--- src/rtl/timer_multi_channel_pkg.sv ---
// Shared register map constants and register-select encoding for the multi-channel timer.
package timer_multi_channel_pkg;

    localparam int P_ADDR_CONTROL  = 'h00;
    localparam int P_ADDR_LOAD     = 'h04;
    localparam int P_ADDR_STATUS   = 'h08;
    localparam int P_ADDR_COUNT    = 'h0C;
    localparam int P_CH_STRIDE     = 'h10;

    localparam int P_BIT_START      = 0;
    localparam int P_BIT_RELOAD_EN  = 1;
    localparam int P_BIT_CLR_STATUS = 2;
    localparam int P_BIT_IRQ_EN     = 3;
    localparam int P_PRESC_LSB      = 8;

    localparam int P_BIT_EXPIRED = 0;
    localparam int P_BIT_OVERRUN = 1;

    // Word index within a channel's register block (byte offset / 4).
    typedef enum logic [1:0] {
        REG_CONTROL = 2'd0,
        REG_LOAD    = 2'd1,
        REG_STATUS  = 2'd2,
        REG_COUNT   = 2'd3
    } reg_sel_e;

endpackage

--- src/rtl/timer_channel.sv ---
// One timer channel: control/load registers, prescaler, down-counter and sticky status.
module timer_channel
    import timer_multi_channel_pkg::*;
#(
    parameter int DATA_WIDTH = 32,
    parameter int PRESC_W    = 8
) (
    input  logic                  clk,
    input  logic                  rst,
    input  logic                  ctrl_we,
    input  logic                  load_we,
    input  logic [DATA_WIDTH-1:0] wdata,
    input  logic [1:0]            rd_sel,
    output logic [DATA_WIDTH-1:0] rd_word,
    output logic                  expired,
    output logic                  irq_next
);

    logic                  start_reg, start_next;
    logic                  reload_en_reg, reload_en_next;
    logic                  irq_en_reg, irq_en_next;
    logic [PRESC_W-1:0]    presc_reg, presc_next;
    logic [PRESC_W-1:0]    pcnt_reg, pcnt_next;
    logic [DATA_WIDTH-1:0] load_reg, load_next;
    logic [DATA_WIDTH-1:0] count_reg, count_next;
    logic                  expired_st_reg, expired_st_next;
    logic                  overrun_st_reg, overrun_st_next;
    logic                  pulse_reg, pulse_next;
    logic                  tick;
    logic                  tick_eff;

    always_comb begin
        start_next      = start_reg;
        reload_en_next  = reload_en_reg;
        irq_en_next     = irq_en_reg;
        presc_next      = presc_reg;
        load_next       = load_reg;
        count_next      = count_reg;
        expired_st_next = expired_st_reg;
        overrun_st_next = overrun_st_reg;
        pulse_next      = 1'b0;

        tick = start_reg && (pcnt_reg == presc_reg);
        // A CONTROL write that stops the channel swallows a coincident tick.
        tick_eff = tick && !(ctrl_we && !wdata[P_BIT_START]);

        if (ctrl_we) begin
            start_next     = wdata[P_BIT_START];
            reload_en_next = wdata[P_BIT_RELOAD_EN];
            irq_en_next    = wdata[P_BIT_IRQ_EN];
            presc_next     = wdata[P_PRESC_LSB +: PRESC_W];
            if (wdata[P_BIT_CLR_STATUS]) begin
                expired_st_next = 1'b0;
                overrun_st_next = 1'b0;
            end
        end

        if (load_we) begin
            load_next = wdata;
        end

        if (tick_eff) begin
            if (count_reg != '0) begin
                count_next = count_reg - 1'b1;
            end else begin
                // Expiry sets status after any clear above, so the set wins.
                pulse_next      = 1'b1;
                expired_st_next = 1'b1;
                if (expired_st_reg) begin
                    overrun_st_next = 1'b1;
                end
                if (reload_en_reg) begin
                    count_next = load_reg;
                end else if (!ctrl_we) begin
                    start_next = 1'b0;
                end
            end
        end

        if (load_we) begin
            count_next = wdata;
        end

        if (!start_reg || !start_next) begin
            pcnt_next = '0;
        end else if (tick) begin
            pcnt_next = '0;
        end else begin
            pcnt_next = pcnt_reg + 1'b1;
        end
    end

    always_ff @(posedge clk) begin
        if (rst) begin
            start_reg      <= 1'b0;
            reload_en_reg  <= 1'b0;
            irq_en_reg     <= 1'b0;
            presc_reg      <= '0;
            pcnt_reg       <= '0;
            load_reg       <= '0;
            count_reg      <= '0;
            expired_st_reg <= 1'b0;
            overrun_st_reg <= 1'b0;
            pulse_reg      <= 1'b0;
        end else begin
            start_reg      <= start_next;
            reload_en_reg  <= reload_en_next;
            irq_en_reg     <= irq_en_next;
            presc_reg      <= presc_next;
            pcnt_reg       <= pcnt_next;
            load_reg       <= load_next;
            count_reg      <= count_next;
            expired_st_reg <= expired_st_next;
            overrun_st_reg <= overrun_st_next;
            pulse_reg      <= pulse_next;
        end
    end

    assign expired  = pulse_reg;
    assign irq_next = expired_st_next && irq_en_next;

    always_comb begin
        rd_word = '0;
        case (rd_sel)
            REG_CONTROL: begin
                rd_word[P_BIT_START]              = start_reg;
                rd_word[P_BIT_RELOAD_EN]          = reload_en_reg;
                rd_word[P_BIT_IRQ_EN]             = irq_en_reg;
                rd_word[P_PRESC_LSB +: PRESC_W]   = presc_reg;
            end
            REG_LOAD:  rd_word = load_reg;
            REG_STATUS: begin
                rd_word[P_BIT_EXPIRED] = expired_st_reg;
                rd_word[P_BIT_OVERRUN] = overrun_st_reg;
            end
            REG_COUNT: rd_word = count_reg;
            default:   rd_word = '0;
        endcase
    end

endmodule

--- src/rtl/timer_multi_channel.sv ---
// N-channel down-counting timer: address decode, registered read mux and irq combine.
module timer_multi_channel
    import timer_multi_channel_pkg::*;
#(
    parameter int N_CH       = 4,
    parameter int ADDR_WIDTH = 8,
    parameter int DATA_WIDTH = 32,
    parameter int PRESC_W    = 8
) (
    input  logic                  clk,
    input  logic                  rst,
    input  logic                  req,
    input  logic                  we,
    input  logic [ADDR_WIDTH-1:0] addr,
    input  logic [DATA_WIDTH-1:0] wdata,
    output logic [DATA_WIDTH-1:0] rdata,
    output logic                  rvalid,
    output logic                  irq,
    output logic [N_CH-1:0]       expired
);

    localparam int STRIDE_LSB = $clog2(P_CH_STRIDE);
    localparam int CH_W       = ADDR_WIDTH - STRIDE_LSB;

    logic [CH_W-1:0]       ch_sel;
    logic [1:0]            reg_sel;
    logic                  aligned;
    logic [N_CH-1:0]       hit;
    logic [N_CH-1:0]       ch_irq;
    logic [DATA_WIDTH-1:0] rd_words [N_CH];
    logic [DATA_WIDTH-1:0] rd_mux;
    logic [DATA_WIDTH-1:0] rdata_reg;
    logic                  rvalid_reg;
    logic                  irq_reg;

    assign ch_sel  = addr[ADDR_WIDTH-1:STRIDE_LSB];
    assign reg_sel = addr[STRIDE_LSB-1:2];
    assign aligned = (addr[1:0] == 2'b00);

    generate
        for (genvar gi = 0; gi < N_CH; gi++) begin : g_ch
            logic ctrl_we;
            logic load_we;

            assign hit[gi]  = aligned && (ch_sel == CH_W'(gi));
            // STATUS and COUNT are read-only, so only these two offsets accept writes.
            assign ctrl_we  = req && we && hit[gi] && (reg_sel == REG_CONTROL);
            assign load_we  = req && we && hit[gi] && (reg_sel == REG_LOAD);

            timer_channel #(
                .DATA_WIDTH (DATA_WIDTH),
                .PRESC_W    (PRESC_W)
            ) u_channel (
                .clk      (clk),
                .rst      (rst),
                .ctrl_we  (ctrl_we),
                .load_we  (load_we),
                .wdata    (wdata),
                .rd_sel   (reg_sel),
                .rd_word  (rd_words[gi]),
                .expired  (expired[gi]),
                .irq_next (ch_irq[gi])
            );
        end
    endgenerate

    // Unmapped reads fall through to zero.
    always_comb begin
        rd_mux = '0;
        for (int i = 0; i < N_CH; i++) begin
            if (hit[i]) begin
                rd_mux = rd_words[i];
            end
        end
    end

    always_ff @(posedge clk) begin
        if (rst) begin
            rdata_reg  <= '0;
            rvalid_reg <= 1'b0;
            irq_reg    <= 1'b0;
        end else begin
            rvalid_reg <= req && !we;
            if (req && !we) begin
                rdata_reg <= rd_mux;
            end
            irq_reg <= |ch_irq;
        end
    end

    assign rdata  = rdata_reg;
    assign rvalid = rvalid_reg;
    assign irq    = irq_reg;

endmodule

--- config.mk ---
export PLATFORM = sky130hd
export DESIGN_NAME = timer_multi_channel
export DESIGN_NICKNAME = d
export VERILOG_FILES = /design/src/rtl/timer_multi_channel_pkg.sv /design/src/rtl/timer_channel.sv /design/src/rtl/timer_multi_channel.sv
export SDC_FILE = /design/constraint.sdc
export NUM_CORES = 1
export LEC_CHECK = 0
export CAP_MARGIN = 10
export CORE_UTILIZATION = 40
export CTS_CLUSTER_DIAMETER = 30
export DETAILED_ROUTE_END_ITERATION = 10
export SKIP_LAST_GASP = 1
export SLEW_MARGIN = 5
export SYNTH_ARGS = -nofsm -noshare
export SYNTH_HDL_FRONTEND = slang
export SYNTH_HIERARCHICAL = 1
export SYNTH_SLANG_ARGS = --single-unit
--- constraint.sdc ---
create_clock -name clk -period 3.03 [get_ports clk]
set_clock_uncertainty 0.15 [all_clocks]
set_input_delay 0.606 -clock clk [delete_from_list [all_inputs] [get_ports clk]]
set_output_delay 0.606 -clock clk [all_outputs]
set_load 0.03 [all_outputs]
; ---- Word-level counts from Yosys, hierarchy flattened
; Cells that the tools add are included.
[classes]
n_addsub = 8
n_eq_ne = 10
muxes = 108
bitwise_logic = 4
reduce_logical = 80
[op_table]
columns = op, n
row1 = $mux 32, 20
row2 = $pmux 16 s2, 4
row3 = $reduce_bool 32->1, 4
row4 = $sub 32x1->32 const B, 4
row5 = $pmux 8 s3, 4
row6 = $mux 1, 64
row7 = $logic_and 1x1->1, 34
row8 = $add 8x1->8 const B, 4
row9 = $eq 8x8->1, 4
row10 = $pmux 2 s4, 4
row11 = $pmux 4 s2, 4
row12 = $logic_not 1->1, 14
row13 = $pmux 1 s3, 4
row14 = $reduce_bool 3->1, 4
row15 = $reduce_or 3->1, 4
row16 = $eq 4x2->1 const B, 2
row17 = $pmux 1 s2, 4
row18 = $reduce_and 2->1, 4
row19 = $reduce_bool 2->1, 4
row20 = $reduce_or 2->1, 4
row21 = $eq 2x2->1 const B, 2
row22 = $eq 4x1->1 const B, 1
row23 = $logic_not 2->1, 2
row24 = $logic_not 4->1, 1
row25 = 4 further kinds, 10
[totals]
reg_bits = 378
in_bits = 44
out_inout_bits = 38
elab_cells = 253

; ---- Longest topological paths before layout
; Gate-level depths: netlist of run 1.
[logic_depth]
word_depth = 12
mapped_depth = 15
mapped_depth_nobuf = 11

; ---- Hierarchy
; Netlist of run 1, hierarchy kept.
[modules_own_cells]
columns = mod, n_inst, cells_per_inst, area_per_inst_um2
row1 = timer_channel (g_ch[0].u_channel ...), 2, 635, 5277.6
row2 = timer_channel (g_ch[3].u_channel), 1, 630, 5157.4
row3 = timer_channel (g_ch[2].u_channel), 1, 617, 5007.3
row4 = timer_multi_channel, 1, 134, 1939.4

; ---- Least setup slack after synthesis of run 1
; No wires, ideal clock.
[synth_path]
kind = input port to flip-flop
startpoint = input port addr[5]
endpoint = register g_ch[1].u_channel.count_reg[28]
arrival_ns = 3.016
slack_ns = -0.223
stages = 10
n_path_buf = 3
path_cell_list = buf_2 -> buf_2 -> nand3b_1 -> nor2_1 -> clkbuf_1 -> nor2b_1 -> nor4_1 -> nand2_2 -> or4_1 -> a221oi_2
[synth_between]
elab_chain_len = 9
elab_cells_between_ends = 12
[synth_lines]
columns = element, line
row1 = start: declaration, timer_multi_channel.sv:14  ; input logic [ADDR_WIDTH-1:0] addr,
row2 = $eq 4x1->1, timer_multi_channel.sv:45  ; assign hit[gi] = aligned && (ch_sel == CH_W'(gi));
row3 = $logic_and 1x1->1, timer_multi_channel.sv:45
row4 = $logic_and 1x1->1 (2 in a row), timer_multi_channel.sv:47  ; assign ctrl_we = req && we && hit[gi] && (reg_sel == REG_CONTROL);
row5 = named net g_ch[1].ctrl_we, timer_multi_channel.sv:42  ; logic ctrl_we;
row6 = $logic_and 1x1->1, timer_channel.sv:45  ; tick_eff = tick && !(ctrl_we && !wdata[P_BIT_START]);
row7 = $logic_not 1->1, timer_channel.sv:45
row8 = $logic_and 1x1->1, timer_channel.sv:45
row9 = $reduce_bool 2->1 (no line), -
row10 = $reduce_and 2->1 (no line), -
row11 = end signal: assignment, timer_channel.sv:112  ; count_reg <= count_next;
row12 = end: declaration, timer_channel.sv:25  ; logic [DATA_WIDTH-1:0] count_reg, count_next;
; The timed path passes the listed nets, and every way through them passes these cells.
; A chain may end at the register's enable or synchronous reset.

; ---- Worst setup path after layout of run 1
[layout_path]
startpoint = register g_ch[0].u_channel.count_reg[19]
endpoint = register g_ch[0].u_channel.count_reg[20]
[layout_between]
elab_chain_len = 4
elab_cells_between_ends = 7
[layout_lines]
columns = element, line
row1 = start: declaration, timer_channel.sv:25
row2 = start signal: assignment, timer_channel.sv:112
row3 = $sub 32x1->32 or $reduce_bool 32->1 (tied branches), "timer_channel.sv:64, timer_channel.sv:63"
row4 = $mux 32, timer_channel.sv:63  ; if (count_reg != '0) begin
row5 = $mux 32, timer_channel.sv:62  ; if (tick_eff) begin
row6 = $mux 32, timer_channel.sv:80  ; if (load_we) begin
; Several ways; a longest one is shown, not always the timed one. The select of a mux whose other input is x is not followed.

==> impl_results.html, run 1 <==
<table>
<tr><th>Metric</th><th>Value</th></tr>
<tr><th colspan="2">Status</th></tr>
<tr><td>Outcome</td><td>complete, no violations</td></tr>
<tr><th colspan="2">STA</th></tr>
<tr><td>Max-slew violation count</td><td>0</td></tr>
<tr><td>Top achievable clock speed</td><td>338 MHz</td></tr>
<tr><td>Setup repair after global routing missed its margin</td><td>true</td></tr>
<tr><td>Final worst-path cycle share</td><td>0.976</td></tr>
<tr><td>Setup TNS</td><td>0 ns</td></tr>
<tr><td>Hold Fails Final Rpt</td><td>0</td></tr>
<tr><td>Clock period minus worst slack</td><td>around 3 ns</td></tr>
<tr><td>Slew at the pin closest to its max-slew limit</td><td>approximately 0.96 ns</td></tr>
<tr><td>Final setup margin</td><td>0.0719 ns</td></tr>
<tr><td>Worst slew margin relative to its limit</td><td>0.356</td></tr>
<tr><td>Final setup violation count</td><td>0</td></tr>
<tr><th colspan="2">Synthesis</th></tr>
<tr><td>Number of warning messages in the yosys log</td><td>6</td></tr>
<tr><td>Top cells by area, synth</td><td>sky130_fd_sc_hd__dfxtp_1, sky130_fd_sc_hd__mux2i_1, sky130_fd_sc_hd__nor2_1</td></tr>
<tr><td>Top cell type's share of synthesized area</td><td>0.334</td></tr>
<tr><td>Synthesized instance count</td><td>2,651</td></tr>
<tr><td>Number of synthesized flops with an enable pin</td><td>0</td></tr>
<tr><td>Primary FF master, synth</td><td>sky130_fd_sc_hd__dfxtp_1</td></tr>
<tr><td>Post-synthesis sequential area ratio</td><td>0.334</td></tr>
<tr><td>Share of flip-flops with an asynchronous set or reset</td><td>0</td></tr>
<tr><td>Post-synthesis cell type count</td><td>87</td></tr>
<tr><td>Post-synthesis net count</td><td>2,707</td></tr>
<tr><td>Biggest area consumer among synthesized cells</td><td>sky130_fd_sc_hd__dfxtp_1</td></tr>
<tr><td>Netlist area before placement</td><td>~23,000 sq um</td></tr>
<tr><td>Yosys reg bits</td><td>378</td></tr>
<tr><td>Average instance area after synthesis</td><td>8.55 sq um</td></tr>
<tr><th colspan="2">Critical path</th></tr>
<tr><td>Kind of launch point of the worst setup path</td><td>register</td></tr>
<tr><td>Maximum fanout count along the critical path</td><td>8</td></tr>
<tr><td>Crit end category</td><td>register</td></tr>
<tr><td>CP Depth</td><td>8</td></tr>
<tr><td>Max stage delay on crit path</td><td>a little under 0.6 ns</td></tr>
<tr><td>Family of cells with the greatest summed delay on the critical path</td><td>simple AND/OR/NAND/NOR gates</td></tr>
<tr><td>Req. time, crit path</td><td>3.44 ns</td></tr>
<tr><td>Worst Reg2Reg Path Length in Cells</td><td>8</td></tr>
<tr><td>Worst endpoint data arrival time</td><td>3.37 ns</td></tr>
<tr><td>Library cell contributing the largest single delay on the critical path</td><td>sky130_fd_sc_hd__or4_4</td></tr>
<tr><td>Cell seen most often among critical-path stages</td><td>sky130_fd_sc_hd__buf_4</td></tr>
<tr><td>Number of buffers and inverters on the critical path</td><td>2</td></tr>
<tr><td>Class of the most critical setup path</td><td>register to register</td></tr>
<tr><td>Ordered cell list for the critical path</td><td>or4_1 -&gt; or4_4 -&gt; buf_4 -&gt; nor2_2 -&gt; buf_4 -&gt; o21ai_0 -&gt; a221oi_1 -&gt; o221a_2</td></tr>
<tr><th colspan="2">Final layout</th></tr>
<tr><td>Area growth syn-to-layout</td><td>32.7%</td></tr>
<tr><td>Layout net count</td><td>just under 3k</td></tr>
<tr><td>Top library cells by usage in the layout, fill and taps aside</td><td>sky130_fd_sc_hd__dfxtp_1, sky130_fd_sc_hd__buf_4, sky130_fd_sc_hd__nor2_1</td></tr>
<tr><td>Share of post-route cells with drive strength above 1</td><td>0.216</td></tr>
<tr><td>Final non-filler cell area</td><td>approximately 30,000 sq um</td></tr>
<tr><td>Area taken by flip-flops and latches</td><td>7570 sq um</td></tr>
<tr><td>Layout Utilization</td><td>0.542</td></tr>
<tr><td>Most common cell after layout, fill and taps aside</td><td>sky130_fd_sc_hd__dfxtp_1</td></tr>
<tr><td>Area of the multi-input gates</td><td>13,900 sq um</td></tr>
<tr><td>Number of fill cells</td><td>5,114</td></tr>
<tr><td>Count of non-filler cells in the finished layout</td><td>3,763</td></tr>
<tr><th colspan="2">GRT</th></tr>
<tr><td>Global router's overall resource usage</td><td>0.307</td></tr>
<tr><td>Wire length of the first global-routing pass</td><td>about 130,000 microns</td></tr>
<tr><td>Number of antenna violations at the first check in global routing</td><td>0</td></tr>
<tr><td>Largest net degree at the start of global routing</td><td>76</td></tr>
<tr><td>Total overflow reported by the global router</td><td>0</td></tr>
<tr><td>Via count of the first global-routing pass</td><td>21.6k</td></tr>
<tr><th colspan="2">Clocking</th></tr>
<tr><td>Clk slew on worst S/H paths</td><td>0.04 ns</td></tr>
<tr><td>Root buffer selected by CTS</td><td>sky130_fd_sc_hd__clkbuf_16</td></tr>
<tr><td>Number of H-tree branching levels</td><td>3</td></tr>
<tr><td>Buffer levels on the longest clock path</td><td>3</td></tr>
<tr><td>Number of clock sinks</td><td>378</td></tr>
<tr><td>Inserted Clock Buffers</td><td>109</td></tr>
<tr><td>Post CTS Setup Buffer Count</td><td>0</td></tr>
<tr><td>Clock latency at the later pin of the worst-skew pair</td><td>0.65 ns</td></tr>
<tr><td>CTS tree</td><td>done</td></tr>
<tr><th colspan="2">Die</th></tr>
<tr><td>Row count</td><td>86</td></tr>
<tr><td>Chip width</td><td>240 microns</td></tr>
<tr><td>Core box area</td><td>approximately 56,000 sq um</td></tr>
<tr><td>Number of primary I/O pins</td><td>82</td></tr>
<tr><td>Effective utilization at floorplan</td><td>0.408</td></tr>
<tr><td>Die extent in y</td><td>between 200 and 250 microns</td></tr>
<tr><td>Total Die Area</td><td>57,600 sq um</td></tr>
<tr><th colspan="2">Power and ir drop</th></tr>
<tr><td>Power per Cell Area</td><td>603 nW/um^2</td></tr>
<tr><td>Part of the power in combinational logic</td><td>0.041</td></tr>
<tr><td>Design internal power</td><td>roughly 14,000 uW</td></tr>
<tr><td>Static leakage</td><td>0.0115 uW</td></tr>
<tr><td>Sequential share of power</td><td>0.276</td></tr>
<tr><td>NetSw</td><td>~4000 uW</td></tr>
<tr><td>Clock power frac</td><td>0.683</td></tr>
<tr><td>Maximum vdd ir drop</td><td>0.000406 V</td></tr>
<tr><td>Switch share</td><td>0.221</td></tr>
<tr><th colspan="2">Min path</th></tr>
<tr><td>Cell depth of the worst hold path</td><td>2</td></tr>
<tr><td>Hold Path Class</td><td>input pin to register</td></tr>
<tr><th colspan="2">Detailed routing</th></tr>
<tr><td>Total DRC errors in the routed layout</td><td>0</td></tr>
<tr><td>Number of DRC markers after the initial detailed-route iteration</td><td>2,343</td></tr>
<tr><td>Vias per std cell</td><td>approximately 6.0</td></tr>
<tr><td>Final routed wire length divided by cell count</td><td>23.7 microns</td></tr>
<tr><td>Number of vias after detailed routing</td><td>22.7k</td></tr>
<tr><td>Routed Antenna Nets</td><td>0</td></tr>
<tr><td>WL final</td><td>89,200 microns</td></tr>
<tr><td>First-pass DRT Iterations</td><td>7</td></tr>
<tr><th colspan="2">Placed design</th></tr>
<tr><td>Pre-CTS WS</td><td>-0.609 ns</td></tr>
<tr><td>Input/output buffers</td><td>81</td></tr>
<tr><td>Dpl cells</td><td>roughly 3.6k</td></tr>
<tr><td>Total half-perimeter wirelength after legalization and detailed placement</td><td>64,700 microns</td></tr>
<tr><td>Gp weighted congestion</td><td>roughly 0.99</td></tr>
<tr><td>Placed standard-cell area</td><td>26,000 sq um</td></tr>
<tr><th colspan="2">Job</th></tr>
<tr><td>Max capacitance violation total</td><td>0</td></tr>
</table>
==> Yosys cell counts (7+ instances only) <==
| library cell | n |
|---|---|
| sky130_fd_sc_hd__xor2_1 | 51 |
| sky130_fd_sc_hd__ha_1 | 12 |
| sky130_fd_sc_hd__a21oi_1 | 141 |
| sky130_fd_sc_hd__nand4_1 | 24 |
| sky130_fd_sc_hd__nor4_1 | 46 |
| sky130_fd_sc_hd__or4_1 | 27 |
| sky130_fd_sc_hd__nand2_1 | 226 |
| sky130_fd_sc_hd__a311oi_1 | 42 |
| sky130_fd_sc_hd__and2_1 | 9 |
| sky130_fd_sc_hd__xnor2_1 | 65 |
| sky130_fd_sc_hd__and3_1 | 21 |
| sky130_fd_sc_hd__a31oi_1 | 23 |
| sky130_fd_sc_hd__nor2_1 | 272 |
| sky130_fd_sc_hd__a211o_1 | 22 |
| sky130_fd_sc_hd__o211ai_1 | 66 |
| sky130_fd_sc_hd__clkbuf_1 | 164 |
| sky130_fd_sc_hd__mux2i_1 | 201 |
| sky130_fd_sc_hd__nor2b_1 | 86 |
| sky130_fd_sc_hd__nand2b_1 | 20 |
| sky130_fd_sc_hd__a221oi_2 | 19 |
| sky130_fd_sc_hd__o21ai_0 | 45 |
| sky130_fd_sc_hd__nor3_1 | 114 |
| sky130_fd_sc_hd__o31ai_1 | 18 |
| sky130_fd_sc_hd__buf_2 | 21 |
| sky130_fd_sc_hd__or3_1 | 20 |
| sky130_fd_sc_hd__nand4b_1 | 7 |
| sky130_fd_sc_hd__mux2_2 | 46 |
| sky130_fd_sc_hd__buf_1 | 19 |
| sky130_fd_sc_hd__a21o_1 | 9 |
| sky130_fd_sc_hd__buf_6 | 13 |
| sky130_fd_sc_hd__a211oi_1 | 21 |
| sky130_fd_sc_hd__a22o_1 | 69 |
| sky130_fd_sc_hd__dfxtp_1 | 378 |
| sky130_fd_sc_hd__inv_1 | 57 |
| sky130_fd_sc_hd__or4_4 | 7 |
| sky130_fd_sc_hd__o22ai_1 | 11 |
| sky130_fd_sc_hd__o221ai_1 | 12 |
| sky130_fd_sc_hd__mux4_2 | 34 |
| sky130_fd_sc_hd__nand3_1 | 75 |
==> worst register-to-register path: cells and delay by family (launching register included) <==
family          cells  cell delay, ns
simple gates        3            1.27
buf+inv             2            0.36
compound gates      3            0.80
flops               1            0.31
==> power by group through the flow <==
stage	logic [uW]	clock network (uW)	registers (uW)
finish	748	12400	5000
global route	779	12800	5000
CTS	736	12500	5000
detailed placement	733	0	5090
global placement	731	0	5090
floorplan	381	0	5090
==> final cells by class <==
cell class,instances,share of cell area
clock inverters,61,0.0299
flip-flops and latches,378,0.252
multi-input cells,1991,0.464
well taps,748,0.0311
repair buffers,382,0.112
diodes,1,0.0000832
clock buffers,144,0.104
inverters,58,0.00724
==> per-stage QoR <==
step | hold slack [ns] | power [uW]
after global placement | 0.291 | 5820
after floorplan | 0.279 | 5470
after global routing | 0.231 | 18600
final | 0.235 | 18100
after CTS | 0.211 | 18300
after detailed placement | 0.294 | 5820
==> kinds of logic after synthesis <==
family                     Yosys count  synth area share
muxes                              287             0.152
buffers and inverters              282            0.0548
AOI/OAI and AO/OA                  575             0.188
xor gates and xnor gates           116            0.0448
DFF                                378             0.334
adders and majority gates           12           0.00663
and+or+nand+nor                   1001             0.220
==> path summary, 6_finish.rpt <==
path | slack (ns) | end | from
hold reg to reg | 0.31 | g_ch[1].u_channel/overrun_st_reg$_SDFF_PP0_ | g_ch[1].u_channel/overrun_st_reg$_SDFF_PP0_
setup reg to reg | 0.07 | g_ch[0].u_channel/count_reg[20]$_SDFFE_PP0P_ | g_ch[0].u_channel/count_reg[19]$_SDFFE_PP0P_
hold / removal | 0.23 | g_ch[1].u_channel/load_reg[31]$_SDFFE_PP0P_ | rst
setup / recovery | 0.07 | g_ch[0].u_channel/count_reg[20]$_SDFFE_PP0P_ | g_ch[0].u_channel/count_reg[19]$_SDFFE_PP0P_
==> per-layer routing <==
layer | global-route usage | vias to the layer above | routed length, microns
met2 | 0.458 | 1182 | 38500
li1 | - | 10376 | -
met4 | 0.152 | 0 | 4210
met3 | 0.0496 | 202 | 7460
met5 | 0 | - | 0
met1 | 0.428 | 10940 | 39000
==> repair_timing <==
item	in CTS	in global routing
gates resized for setup	0	6
endpoints found under the setup margin	0	19
hold buffers	0	0
(Power assumes the default switching activity.)
==> run 2: changes to the inputs <==
--- a/config.mk
+++ b/config.mk
@@ -7,6 +7,7 @@
 export LEC_CHECK = 0
 export CAP_MARGIN = 10
 export CORE_UTILIZATION = 40
+export CTS_BUF_LIST = sky130_fd_sc_hd__clkbuf_8 sky130_fd_sc_hd__clkbuf_16
 export CTS_CLUSTER_DIAMETER = 30
 export DETAILED_ROUTE_END_ITERATION = 10
 export SKIP_LAST_GASP = 1
==> run 2 against run 1 <==
Effect of this change:
- non-clock buffer count did not move
- global-route usage unchanged
- clock-buffer cell count decreased by 10
- largest cell class unchanged
==> impl_results.html, run 2 (synthesis gave the netlist of run 1 again) <==
<table>
<tr><th>Metric</th><th>Value</th></tr>
<tr><th colspan="2">Power and ir drop</th></tr>
<tr><td>Power Total</td><td>18,100 uW (-0.21%)</td></tr>
<tr><td>Static leakage</td><td>0.0115 uW (+0.36%)</td></tr>
<tr><td>Maximum vdd ir drop</td><td>0.000405 V (-0.34%)</td></tr>
<tr><td>Power per Cell Area</td><td>602 nW/um^2 (-0.21%)</td></tr>
<tr><th colspan="2">Die</th></tr>
<tr><td>Core box area</td><td>55,500 sq um (unchanged)</td></tr>
<tr><td>Effective utilization at floorplan</td><td>0.408 (unchanged)</td></tr>
<tr><td>Row count</td><td>86 (unchanged)</td></tr>
<tr><td>Number of primary I/O pins</td><td>82 (unchanged)</td></tr>
<tr><td>Total Die Area</td><td>57,600 sq um (unchanged)</td></tr>
<tr><td>Chip width</td><td>240 microns (unchanged)</td></tr>
<tr><td>Die extent in y</td><td>240 microns (unchanged)</td></tr>
<tr><th colspan="2">Placed design</th></tr>
<tr><td>Total half-perimeter wirelength after legalization and detailed placement</td><td>64,700 microns (unchanged)</td></tr>
<tr><td>Placed standard-cell area</td><td>26,000 sq um (unchanged)</td></tr>
<tr><td>Dpl cells</td><td>3,557 (unchanged)</td></tr>
<tr><td>Input/output buffers</td><td>81 (unchanged)</td></tr>
<tr><td>Gp weighted congestion</td><td>0.986 (unchanged)</td></tr>
<tr><th colspan="2">Critical path</th></tr>
<tr><td>Max stage delay on crit path</td><td>0.59 ns (about the same)</td></tr>
<tr><td>Cell seen most often among critical-path stages</td><td>sky130_fd_sc_hd__buf_4</td></tr>
<tr><td>Worst endpoint data arrival time</td><td>3.38 ns (about the same)</td></tr>
<tr><td>Family of cells with the greatest summed delay on the critical path</td><td>simple AND/OR/NAND/NOR gates</td></tr>
<tr><td>Req. time, crit path</td><td>3.45 ns (about the same)</td></tr>
<tr><td>Crit end category</td><td>register</td></tr>
<tr><td>Number of buffers and inverters on the critical path</td><td>2 (unchanged)</td></tr>
<tr><td>Library cell contributing the largest single delay on the critical path</td><td>sky130_fd_sc_hd__or4_4</td></tr>
<tr><td>Ordered cell list for the critical path</td><td>or4_1 -&gt; or4_4 -&gt; buf_4 -&gt; nor2_2 -&gt; buf_4 -&gt; o21ai_0 -&gt; a221oi_1 -&gt; o221a_2</td></tr>
<tr><td>Maximum fanout count along the critical path</td><td>8 (unchanged)</td></tr>
<tr><td>Class of the most critical setup path</td><td>register to register</td></tr>
<tr><td>Kind of launch point of the worst setup path</td><td>register</td></tr>
<tr><th colspan="2">Final layout</th></tr>
<tr><td>Layout net count</td><td>2,976 (unchanged)</td></tr>
<tr><td>Share of post-route cells with drive strength above 1</td><td>0.216 (unchanged)</td></tr>
<tr><td>Most common cell after layout, fill and taps aside</td><td>sky130_fd_sc_hd__dfxtp_1</td></tr>
<tr><td>Number of fill cells</td><td>5,114 (unchanged)</td></tr>
<tr><td>Count of non-filler cells in the finished layout</td><td>3,763 (unchanged)</td></tr>
<tr><td>Top library cells by usage in the layout, fill and taps aside</td><td>sky130_fd_sc_hd__dfxtp_1, sky130_fd_sc_hd__buf_4, sky130_fd_sc_hd__nor2_1</td></tr>
<tr><td>Layout Utilization</td><td>0.542 (unchanged)</td></tr>
<tr><td>Area growth syn-to-layout</td><td>32.7% (unchanged)</td></tr>
<tr><td>Area taken by flip-flops and latches</td><td>7570 sq um (unchanged)</td></tr>
<tr><td>Area of the multi-input gates</td><td>13,900 sq um (unchanged)</td></tr>
<tr><td>Final non-filler cell area</td><td>30,100 sq um (unchanged)</td></tr>
<tr><th colspan="2">Detailed routing</th></tr>
<tr><td>Number of DRC markers after the initial detailed-route iteration</td><td>2,350 (+0.30%)</td></tr>
<tr><td>Total DRC errors in the routed layout</td><td>0 (unchanged)</td></tr>
<tr><td>First-pass DRT Iterations</td><td>6 (-1)</td></tr>
<tr><td>WL final</td><td>89,200 microns (about the same)</td></tr>
<tr><td>Vias per std cell</td><td>6.04 (about the same)</td></tr>
<tr><td>Routed Antenna Nets</td><td>0 (unchanged)</td></tr>
<tr><td>Number of vias after detailed routing</td><td>22.7k (+0.088%)</td></tr>
<tr><td>Final routed wire length divided by cell count</td><td>23.7 microns (about the same)</td></tr>
<tr><th colspan="2">Clocking</th></tr>
<tr><td>Buffer levels on the longest clock path</td><td>3 (unchanged)</td></tr>
<tr><td>Clock latency at the later pin of the worst-skew pair</td><td>0.65 ns (about the same)</td></tr>
<tr><td>Post CTS Setup Buffer Count</td><td>0 (unchanged)</td></tr>
<tr><td>CTS tree</td><td>done</td></tr>
<tr><td>Number of H-tree branching levels</td><td>3 (unchanged)</td></tr>
<tr><td>Number of clock sinks</td><td>378 (unchanged)</td></tr>
<tr><td>Inserted Clock Buffers</td><td>109 (unchanged)</td></tr>
<tr><td>Clk slew on worst S/H paths</td><td>0.04 ns (about the same)</td></tr>
<tr><td>Root buffer selected by CTS</td><td>sky130_fd_sc_hd__clkbuf_16</td></tr>
<tr><th colspan="2">STA</th></tr>
<tr><td>Worst Hold Slack</td><td>0.237 ns (+0.00169 ns)</td></tr>
<tr><td>Final worst-path cycle share</td><td>0.977 (about the same)</td></tr>
<tr><td>Top achievable clock speed</td><td>338 MHz (about the same)</td></tr>
<tr><td>Max-slew violation count</td><td>0 (unchanged)</td></tr>
<tr><td>Final setup violation count</td><td>0 (unchanged)</td></tr>
<tr><td>Setup repair after global routing missed its margin</td><td>true</td></tr>
<tr><td>Worst slew margin relative to its limit</td><td>0.370 (+0.0139)</td></tr>
<tr><td>Hold Fails Final Rpt</td><td>0 (unchanged)</td></tr>
<tr><td>Clock period minus worst slack</td><td>2.96 ns (+0.00200 ns)</td></tr>
<tr><td>Slew at the pin closest to its max-slew limit</td><td>0.936 ns (-0.0206 ns)</td></tr>
<tr><th colspan="2">GRT</th></tr>
<tr><td>Via count of the first global-routing pass</td><td>21.6k (unchanged)</td></tr>
<tr><td>Largest net degree at the start of global routing</td><td>76 (unchanged)</td></tr>
<tr><td>Global router's overall resource usage</td><td>0.307 (unchanged)</td></tr>
<tr><td>Wire length of the first global-routing pass</td><td>134,000 microns (unchanged)</td></tr>
<tr><td>Total overflow reported by the global router</td><td>0 (unchanged)</td></tr>
<tr><td>Number of antenna violations at the first check in global routing</td><td>0 (unchanged)</td></tr>
<tr><th colspan="2">Job</th></tr>
<tr><td>Max capacitance violation total</td><td>0 (unchanged)</td></tr>
<tr><th colspan="2">Min path</th></tr>
<tr><td>Hold Path Class</td><td>input pin to register</td></tr>
<tr><th colspan="2">Status</th></tr>
<tr><td>Outcome</td><td>complete, no violations</td></tr>
</table>
## run 2: layout make-up
class / count / share of cell area
timing repair buffer: 382 / 0.112
clock buffer: 134 / 0.103
clock inverter: 71 / 0.0311
multi-input combinational: 1991 / 0.464
sequential: 378 / 0.252
tap: 748 / 0.0311
inverter: 58 / 0.00724
antenna: 1 / 0.0000832
## run 2: path summary, 6_finish.rpt
kind / to / depth (start not counted) / slack [ns] / startpoint
hold reg to reg: g_ch[1].u_channel/overrun_st_reg$_SDFF_PP0_ / 2 / 0.31 / g_ch[1].u_channel/overrun_st_reg$_SDFF_PP0_
setup / recovery: g_ch[0].u_channel/count_reg[20]$_SDFFE_PP0P_ / 8 / 0.07 / g_ch[0].u_channel/count_reg[19]$_SDFFE_PP0P_
hold / removal: g_ch[1].u_channel/load_reg[31]$_SDFFE_PP0P_ / 2 / 0.24 / rst
setup reg to reg: g_ch[0].u_channel/count_reg[20]$_SDFFE_PP0P_ / 8 / 0.07 / g_ch[0].u_channel/count_reg[19]$_SDFFE_PP0P_
## run 2: worst register-to-register path, stage by stage (launching register included)
cell and delay, ns:
sky130_fd_sc_hd__dfxtp_1 0.31, sky130_fd_sc_hd__or4_1 0.55, sky130_fd_sc_hd__or4_4 0.59, sky130_fd_sc_hd__buf_4 0.18
sky130_fd_sc_hd__nor2_2 0.12, sky130_fd_sc_hd__buf_4 0.18, sky130_fd_sc_hd__o21ai_0 0.09, sky130_fd_sc_hd__a221oi_1 0.43
sky130_fd_sc_hd__o221a_2 0.28
## run 2: metrics by stage
step | setup slack, ns | setup TNS (ns)
finish | 0.0699 | 0
global route | -0.0174 | -0.0174
CTS | 0.0367 | 0
detailed placement | -0.609 | -36.01
global placement | -0.509 | -28.25
floorplan | -0.0600 | -0.0600
## run 2: metal layers
| metal | track usage | wire length [microns] | vias to the layer above | part of all wire |
|---|---|---|---|---|
| met2 | 0.458 | 38600 | 1176 | 0.43 |
| met4 | 0.152 | 4050 | 0 | 0.045 |
| met3 | 0.0496 | 7360 | 196 | 0.083 |
| li1 | - | - | 10367 | - |
| met5 | 0 | 0 | - | 0 |
| met1 | 0.428 | 39200 | 10981 | 0.44 |
## run 2: report_power, final
part | internal [uW] | switching (uW) | leakage (uW) | total (uW)
clock network | 8840 | 3520 | 0.00202 | 12400
registers | 5000 | 3.92 | 0.00304 | 5000
logic | 266 | 483 | 0.00646 | 748
## run 2: timing repair
| action | CTS | global route |
|---|---|---|
| hold buffers | 0 | 0 |
| gates resized for setup | 0 | 6 |
| endpoints found under the setup margin | 0 | 19 |
